==> src/rtl/usb_pkg.sv <==
// Shared USB serial-path definitions: bit-stuffer states and the stuffing run length
// used by both the transmit stuffer and the receive unstuffer.
package usb_pkg;

  typedef enum logic [1:0] {
    BS_IDLE  = 2'd0,
    BS_PASS  = 2'd1,
    BS_STUFF = 2'd2
  } bs_state_t;

  localparam int USB_STUFF_LIMIT = 6;

endpackage

==> src/rtl/usb_bit_stuffer_if.sv <==
// Bit-stuffer serial interface: upstream bit stream with ready handshake in, stuffed
// stream out to the NRZI encoder (no backpressure on the output side).
interface usb_bit_stuffer_if;

  logic in_valid;
  logic in_bit;
  logic in_last;
  logic bs_ready;
  logic out_valid;
  logic out_bit;
  logic out_last;

  // Upstream encoder plus downstream NRZI, as seen from outside the stuffer
  modport master (
    output in_valid, in_bit, in_last,
    input  bs_ready, out_valid, out_bit, out_last
  );

  modport slave (
    input  in_valid, in_bit, in_last,
    output bs_ready, out_valid, out_bit, out_last
  );

endinterface

==> src/rtl/usb_bit_stuffer.sv <==
// USB transmit bit stuffer: one-cycle pass-through that inserts a 0 after every
// STUFF_LIMIT consecutive 1s and stalls upstream for that inserted bit.
module usb_bit_stuffer
  import usb_pkg::*;
#(
  parameter int STUFF_LIMIT = USB_STUFF_LIMIT,
  parameter int CNT_W       = 3
) (
  input  logic             clock,
  input  logic             reset_n,
  usb_bit_stuffer_if.slave bs
);

  bs_state_t         state_r;
  bs_state_t         state_s;
  logic [CNT_W-1:0]  ones_cnt_r;
  logic [CNT_W-1:0]  ones_cnt_s;
  logic              last_pend_r;
  logic              last_pend_s;
  logic              out_valid_r;
  logic              out_valid_s;
  logic              out_bit_r;
  logic              out_bit_s;
  logic              out_last_r;
  logic              out_last_s;
  logic              xfer_s;
  logic              run_done_s;

  assign bs.bs_ready  = (state_r != BS_STUFF);
  assign bs.out_valid = out_valid_r;
  assign bs.out_bit   = out_bit_r;
  assign bs.out_last  = out_last_r;

  assign xfer_s     = bs.in_valid && (state_r != BS_STUFF);
  assign run_done_s = bs.in_bit && (ones_cnt_r == CNT_W'(STUFF_LIMIT - 1));

  // Next-state and next-output decode
  always_comb begin
    state_s     = state_r;
    ones_cnt_s  = ones_cnt_r;
    last_pend_s = last_pend_r;
    out_valid_s = 1'b0;
    out_bit_s   = out_bit_r;
    out_last_s  = 1'b0;
    case (state_r)
      BS_IDLE, BS_PASS: begin
        if (xfer_s) begin
          out_valid_s = 1'b1;
          out_bit_s   = bs.in_bit;
          ones_cnt_s  = bs.in_bit ? (ones_cnt_r + CNT_W'(1)) : {CNT_W{1'b0}};
          if (run_done_s) begin
            // out_last is deferred to the stuff bit so it closes the packet
            state_s     = BS_STUFF;
            last_pend_s = bs.in_last;
            out_last_s  = 1'b0;
          end else if (bs.in_last) begin
            state_s     = BS_IDLE;
            out_last_s  = 1'b1;
            ones_cnt_s  = {CNT_W{1'b0}};
          end else begin
            state_s     = BS_PASS;
            out_last_s  = 1'b0;
          end
        end else begin
          out_valid_s = 1'b0;
          out_last_s  = 1'b0;
        end
      end
      BS_STUFF: begin
        out_valid_s = 1'b1;
        out_bit_s   = 1'b0;
        ones_cnt_s  = {CNT_W{1'b0}};
        out_last_s  = last_pend_r;
        last_pend_s = 1'b0;
        state_s     = last_pend_r ? BS_IDLE : BS_PASS;
      end
      default: begin
        state_s     = BS_IDLE;
        ones_cnt_s  = {CNT_W{1'b0}};
        last_pend_s = 1'b0;
        out_valid_s = 1'b0;
        out_bit_s   = 1'b0;
        out_last_s  = 1'b0;
      end
    endcase
  end

  // State, run counter and registered outputs
  always_ff @(posedge clock or negedge reset_n) begin
    if (!reset_n) begin
      state_r     <= BS_IDLE;
      ones_cnt_r  <= {CNT_W{1'b0}};
      last_pend_r <= 1'b0;
      out_valid_r <= 1'b0;
      out_bit_r   <= 1'b0;
      out_last_r  <= 1'b0;
    end else begin
      state_r     <= state_s;
      ones_cnt_r  <= ones_cnt_s;
      last_pend_r <= last_pend_s;
      out_valid_r <= out_valid_s;
      out_bit_r   <= out_bit_s;
      out_last_r  <= out_last_s;
    end
  end

endmodule

==> src/flat_wrapper.sv <==
// flat-port wrapper written by rule: the top's interface ports become plain ports
module usb_bit_stuffer_flat import usb_pkg::*;
#(
  parameter int STUFF_LIMIT = USB_STUFF_LIMIT,
  parameter int CNT_W       = 3
)
  (clock, reset_n, bs_in_valid, bs_in_bit, bs_in_last, bs_bs_ready, bs_out_valid, bs_out_bit, bs_out_last);
  usb_bit_stuffer_if bs_i ();
  input  logic clock;
  input  logic reset_n;
  input wire logic [$bits(bs_i.in_valid)-1:0] bs_in_valid;
  input wire logic [$bits(bs_i.in_bit)-1:0] bs_in_bit;
  input wire logic [$bits(bs_i.in_last)-1:0] bs_in_last;
  output wire logic [$bits(bs_i.bs_ready)-1:0] bs_bs_ready;
  output wire logic [$bits(bs_i.out_valid)-1:0] bs_out_valid;
  output wire logic [$bits(bs_i.out_bit)-1:0] bs_out_bit;
  output wire logic [$bits(bs_i.out_last)-1:0] bs_out_last;
  assign bs_i.in_valid = bs_in_valid;
  assign bs_i.in_bit = bs_in_bit;
  assign bs_i.in_last = bs_in_last;
  assign bs_bs_ready = bs_i.bs_ready;
  assign bs_out_valid = bs_i.out_valid;
  assign bs_out_bit = bs_i.out_bit;
  assign bs_out_last = bs_i.out_last;
  usb_bit_stuffer #(.STUFF_LIMIT(STUFF_LIMIT), .CNT_W(CNT_W)) u_core (.clock(clock), .reset_n(reset_n), .bs(bs_i));
endmodule
==> config.mk <==
export PLATFORM = sky130hd
export DESIGN_NAME = usb_bit_stuffer_flat
export DESIGN_NICKNAME = d
export VERILOG_FILES = /design/src/rtl/usb_pkg.sv /design/src/rtl/usb_bit_stuffer_if.sv /design/src/rtl/usb_bit_stuffer.sv /design/src/flat_wrapper.sv
export SDC_FILE = /design/constraint.sdc
export NUM_CORES = 1
export LEC_CHECK = 0
export BUFFER_PORTS_ARGS = -buffer_cell sky130_fd_sc_hd__buf_4
export CAP_MARGIN = 20
export CORE_AREA = 2 2 39 41
export CTS_BUF_LIST = sky130_fd_sc_hd__clkbuf_2 sky130_fd_sc_hd__clkbuf_4 sky130_fd_sc_hd__clkbuf_8
export DETAILED_ROUTE_END_ITERATION = 10
export DIE_AREA = 0 0 41 43
export GPL_ROUTABILITY_DRIVEN = 0
export PLACE_DENSITY_LB_ADDON = 0.15
export SYNTH_ARGS = -nofsm -noshare
export SYNTH_HDL_FRONTEND = slang
export SYNTH_SLANG_ARGS = --single-unit
==> constraint.sdc <==
create_clock -name clock -period 1 [get_ports clock]
set_input_delay 0.25 -clock clock [delete_from_list [all_inputs] [get_ports clock]]
set_output_delay 0.25 -clock clock [all_outputs]
set_load 0.005 [all_outputs]
# --- After elaboration in Yosys (flattened, before gate mapping) ---
# Index checks and enable logic that the tools add are counted.
classes:
  n_addsub: 1
  eq_ne: 6
  muxes: 21
  reduce_logical: 5
op_table:
  columns: ["operator", "count"]
  rows:
  - ["$mux W3", 5]
  - ["$mux W1", 11]
  - ["$mux W2", 2]
  - ["$ne A2 B1 Y1 const B", 2]
  - ["$pmux W1 S2", 2]
  - ["$pmux W2 S2", 1]
  - ["$add A3 B1 Y3 const B", 1]
  - ["$eq A3 B3 Y1 const B", 1]
  - ["$eq A2 B1 Y1 const B", 1]
  - ["$eq A2 B2 Y1 const B", 1]
  - ["$logic_and A1 B1 Y1", 2]
  - ["$logic_not A2 Y1", 1]
  - ["$ne A2 B2 Y1 const B", 1]
  - ["$reduce_and A2 Y1", 1]
  - ["$reduce_or A2 Y1", 1]
word_totals:
  ff_bits: 9
  in_bits: 5
  output_inout_bits: 4

# --- Depth between registers and ports, before layout ---
logic_depth:
  ltp_word: 6
  mapped_depth: 5
  mapped_depth_nobuf: 5

# --- Worst setup path after synthesis ---
# Ideal clock, no wire load.
synth_timing:
  path_type: "register -> register"
  from: "register u_core.ones_cnt_r[0]"
  to: "register u_core.ones_cnt_r[1]"
  setup_time_ns: 0.122
  arrival_time_ns: 0.990
  required_ns: 0.878
  setup_slack_ns: -0.112
  path_stages_with_launch: 5
  path_buffers: 0
  cell_sequence: "dfrtp_1 > ha_1 > nand2_1 > a21boi_2 > a32o_1"
synth_between:
  elab_chain_cells: 6
  elab_cells_between_ends: 8
synth_lines:
  columns: ["item", "line_no", "rtl"]
  rows:
  - ["start: declaration", "usb_bit_stuffer.sv:16", "logic [CNT_W-1:0] ones_cnt_r;"]
  - ["start signal: assignment", "usb_bit_stuffer.sv:92", "ones_cnt_r <= {CNT_W{1'b0}};"]
  - ["start signal: assignment", "usb_bit_stuffer.sv:99", "ones_cnt_r <= ones_cnt_s;"]
  - ["$add A3 B1 Y3", "usb_bit_stuffer.sv:50", "ones_cnt_s = bs.in_bit ? (ones_cnt_r + CNT_W'(1)) : {CNT_W{1'b0}};"]
  - ["$mux W3", "usb_bit_stuffer.sv:50", null]
  - ["$mux W3", "usb_bit_stuffer.sv:56", "end else if (bs.in_last) begin"]
  - ["$mux W3 *", "usb_bit_stuffer.sv:51", "if (run_done_s) begin"]
  - ["$mux W3 *", "usb_bit_stuffer.sv:47", "if (xfer_s) begin"]
  - ["$mux W3 *", "usb_bit_stuffer.sv:45", "case (state_r)"]
# Mark *: on every way between the ends. The rest lies on a longest branch, timed or not. The select of a mux whose other input is x is not followed.
# A chain may end at the register's enable or synchronous reset.

# --- Worst setup path after layout ---
layout_timing:
  from: "register u_core.state_r[0]"
  to: "output bs_bs_ready"
layout_between:
  elab_chain_cells: 1
layout_lines:
  columns: ["item", "line_no", "rtl"]
  rows:
  - ["start: declaration", "usb_bit_stuffer.sv:14", "bs_state_t state_r;"]
  - ["start signal: assignment", "usb_bit_stuffer.sv:98", "state_r <= state_s;"]
  - ["$ne A2 B2 Y1", "usb_bit_stuffer.sv:29", "assign bs.bs_ready = (state_r != BS_STUFF);"]
  - ["end: declaration", "flat_wrapper.sv:14", "output wire logic [$bits(bs_i.bs_ready)-1:0] bs_bs_ready;"]
# Every way passes these cells.

==> impl_metrics.py <==
metrics = {
    "status": {
        "violations": "setup timing",
        "status": "finished, violations left",
    },
    "floorplanning": {
        "fp.dieH_um": 43,
        "die-area_um2": 1760,
        "num_io_pins": 9,
        "core_area_um2": 1380,
        "rows": 14,
        "start_util": 0.334,
        "die_w_um": 41,
    },
    "power": {
        "combPwrFrac": 0.162,
        "power.switching_mw": 0.200,
        "sequentialPowerShare": 0.473,
        "p_int_mw": 0.644,
        "leakage_nw": 0.330,
        "power.total_mw": 0.844,
        "p_sw_frac": 0.237,
        "ir_drop_uv": 602,
        "power_density_nw_per_um2": 1180,
        "p_clk_frac": 0.365,
    },
    "global_routing": {
        "antenna_found_initial": 0,
        "met1_usage": 0.164,
        "busiest_layer": "met2",
        "track_usage": 0.141,
        "met3_usage": 0.0314,
        "first_global_vias": 384,
        "grt_overflow": 0,
        "grt_util_met2": 0.244,
        "grt_first_pass_wirelength_um": 1660,
        "grt_max_degree": 13,
    },
    "layout": {
        "finalInstanceArea_um2": 713,
        "multi_input_area_um2": 268,
        "final_core_util": 0.515,
        "regArea_um2": 228,
        "final_common_cell": "buf_4",
        "syn_to_final_growth_pct": 54.5,
        "diodes": 0,
        "final_nets": 73,
        "fillCellCount": 141,
        "drive_above_1_share": 0.554,
        "final_cell_mix": "buf_4, dfrtp_1, nor2_1, buf_6, clkbuf_4",
        "fin_cells": 81,
    },
    "placement": {
        "place_area_um2": 569,
        "numPortBuffers": 8,
        "dp.cells": 70,
        "dpl_worst_slack_ns": -0.105,
        "dp_hpwl_um": 736,
    },
    "clocking": {
        "clk_latency_ns": 0.26,
        "cts_buffers": 3,
        "ctsLongestPathBuffers": 2,
        "clk_pin_slew_ns": 0.06,
        "clockRootBuffer": "clkbuf_4",
        "ctsHtreeMaxLevel": 1,
        "clock-sinks": 9,
        "cts_tree": "built",
    },
    "critical_path": {
        "endpoint_kind": "primary output",
        "worst_setup_path_start_kind": "flip-flop",
        "cp.required_ns": 0.75,
        "cp_max_fo": 2,
        "arrival_ns": 0.90,
        "critPathKind": "flip-flop to primary output",
    },
    "synth": {
        "yosys.area_share.simple": 0.190,
        "ys.warnings.count": 0,
        "synth_cells": 45,
        "synth-compound-area-share": 0.160,
        "syn_nets": 52,
        "syn_area_um2": 462,
        "yosys_register_bits": 9,
        "synth-xor-area-share": 0,
        "synth_fa_ha_area_frac": 0.0542,
        "seq_area_frac_synth": 0.488,
        "synth_top_family_by_area": "simple AND/OR/NAND/NOR gates",
        "synthMuxAreaShare": 0.0650,
        "synth_cell_types": 23,
        "syn_area_per_cell_um2": 10.3,
    },
    "drt": {
        "drtIter0Drc": 3,
        "drt_wl_total_um": 1060,
        "first_pass_iters": 4,
        "avgRoutedWirePerCell_um": 13.0,
        "post_drt_via_cell_ratio": 4.93,
        "ant_nets": 0,
        "vias": 399,
        "drc": 0,
    },
    "sta": {
        "clock.fmax_mhz": 867,
        "post-route-period-util": 1.15,
        "worst_slew_pin_slew_ns": 0.228,
        "fin_skew_ns": 0.000974,
        "relSlewSlack": 0.848,
        "hold_violations": 0,
        "slew_viol_final": 0,
        "rsz0062_at_grt": "true",
        "setup_ws_ns": -0.154,
        "period_minus_slack_ns": 1.15,
        "setup_viol": 8,
    },
    "min_path": {
        "min_path_type": "primary input to flip-flop",
    },
    "flow_run": {
        "max-cap-violations": 0,
    },
}
[cell usage after synthesis]
| cell | number | area (um^2) |
|---|---|---|
| nor3b_1 | 1 | 7.51 |
| inv_1 | 2 | 7.51 |
| a21oi_2 | 1 | 8.76 |
| o22ai_1 | 1 | 6.26 |
| nand4_1 | 1 | 6.26 |
| nand3_1 | 2 | 10.0 |
| nand2_1 | 3 | 11.3 |
| nand2b_1 | 2 | 12.5 |
| mux2i_1 | 3 | 30.0 |
| nor2_1 | 7 | 26.3 |
| a32o_1 | 1 | 10.0 |
| a31o_2 | 1 | 8.76 |
| dfrtp_1 | 9 | 225 |
| a21boi_2 | 1 | 11.3 |
| buf_4 | 1 | 7.51 |
| ha_1 | 2 | 25.0 |
| a31oi_1 | 1 | 6.26 |
| o21a_1 | 1 | 7.51 |
| nand3b_1 | 1 | 7.51 |
| nor2b_1 | 1 | 6.26 |
| a21bo_1 | 1 | 10.0 |
| buf_2 | 1 | 5.00 |
| o21ai_0 | 1 | 5.00 |
[through the flow]
stage               TNS, ns  hold slack (ns)
finish               -0.649            0.267
global route          -1.06            0.271
CTS                  -0.735            0.254
detailed placement   -0.502           0.0799
global placement     -0.278           0.0775
floorplan            -0.117          -0.0456
[logic make-up after synthesis]
| kind of cell | Yosys count |
|---|---|
| multiplexers | 3 |
| adder cells (fa/ha/maj) | 2 |
| AO/OA/AOI/OAI | 9 |
| flip-flops | 9 |
| AND/OR/NAND/NOR | 18 |
| buffers and inverters | 4 |
[worst paths after layout]
kind                                 startpoint              endpoint  slack [ns]  cells after the start
min in group asynchronous               reset_n    u_core.last_pend_r        0.35                      2
max                           u_core.state_r[0]           bs_bs_ready       -0.15                      2
min                                   bs_in_bit     u_core.state_r[1]        0.27                      3
min reg2reg                  u_core.last_pend_r    u_core.last_pend_r        0.57                      2
max in group asynchronous               reset_n     u_core.state_r[1]        0.50                      2
max reg2reg                u_core.ones_cnt_r[1]  u_core.ones_cnt_r[1]       -0.11                      5
[cell type report]
cell class              instances  share of cell area
repair buffers                 18               0.225
flip-flops and latches          9               0.319
inverters                       2              0.0105
well taps                      16              0.0281
multi-input cells              32               0.375
clock buffers                   4              0.0421
[metal layers]
metal	wire [um]	share of wire
met5	0	0
met4	0	0
met3	44	0.042
met2	553	0.52
met1	458	0.43
[worst max-delay path, stage by stage (launching register included)]
cell and delay (ns):
dfrtp_1 0.39, nand2b_4 0.15, buf_6 0.11
[power groups by stage]
stage / logic, mW / clock network, mW / registers [mW]
final: 0.137 / 0.308 / 0.399
after floorplan: 0.0542 / 0 / 0.401
after detailed placement: 0.100 / 0 / 0.402
after global routing: 0.150 / 0.335 / 0.401
after CTS: 0.117 / 0.313 / 0.397
after global placement: 0.0947 / 0 / 0.401
[repair_timing]
item	4_1_cts	5_1_grt
hold endpoints to repair	9	0
buffers inserted	2	4
resized for setup	7	7
hold buffers	1	0
pin swaps	5	4
setup endpoints to repair	9	12
[registers in the layout, summed over array words and instances, names as in the netlist]
| register | count |
|---|---|
| u_core.ones_cnt_r | 3 |
| u_core.state_r | 2 |
| u_core.bs.out_bit | 1 |
| u_core.bs.out_last | 1 |
| u_core.bs.out_valid | 1 |
| u_core.last_pend_r | 1 |
(Power assumes the default switching activity.)
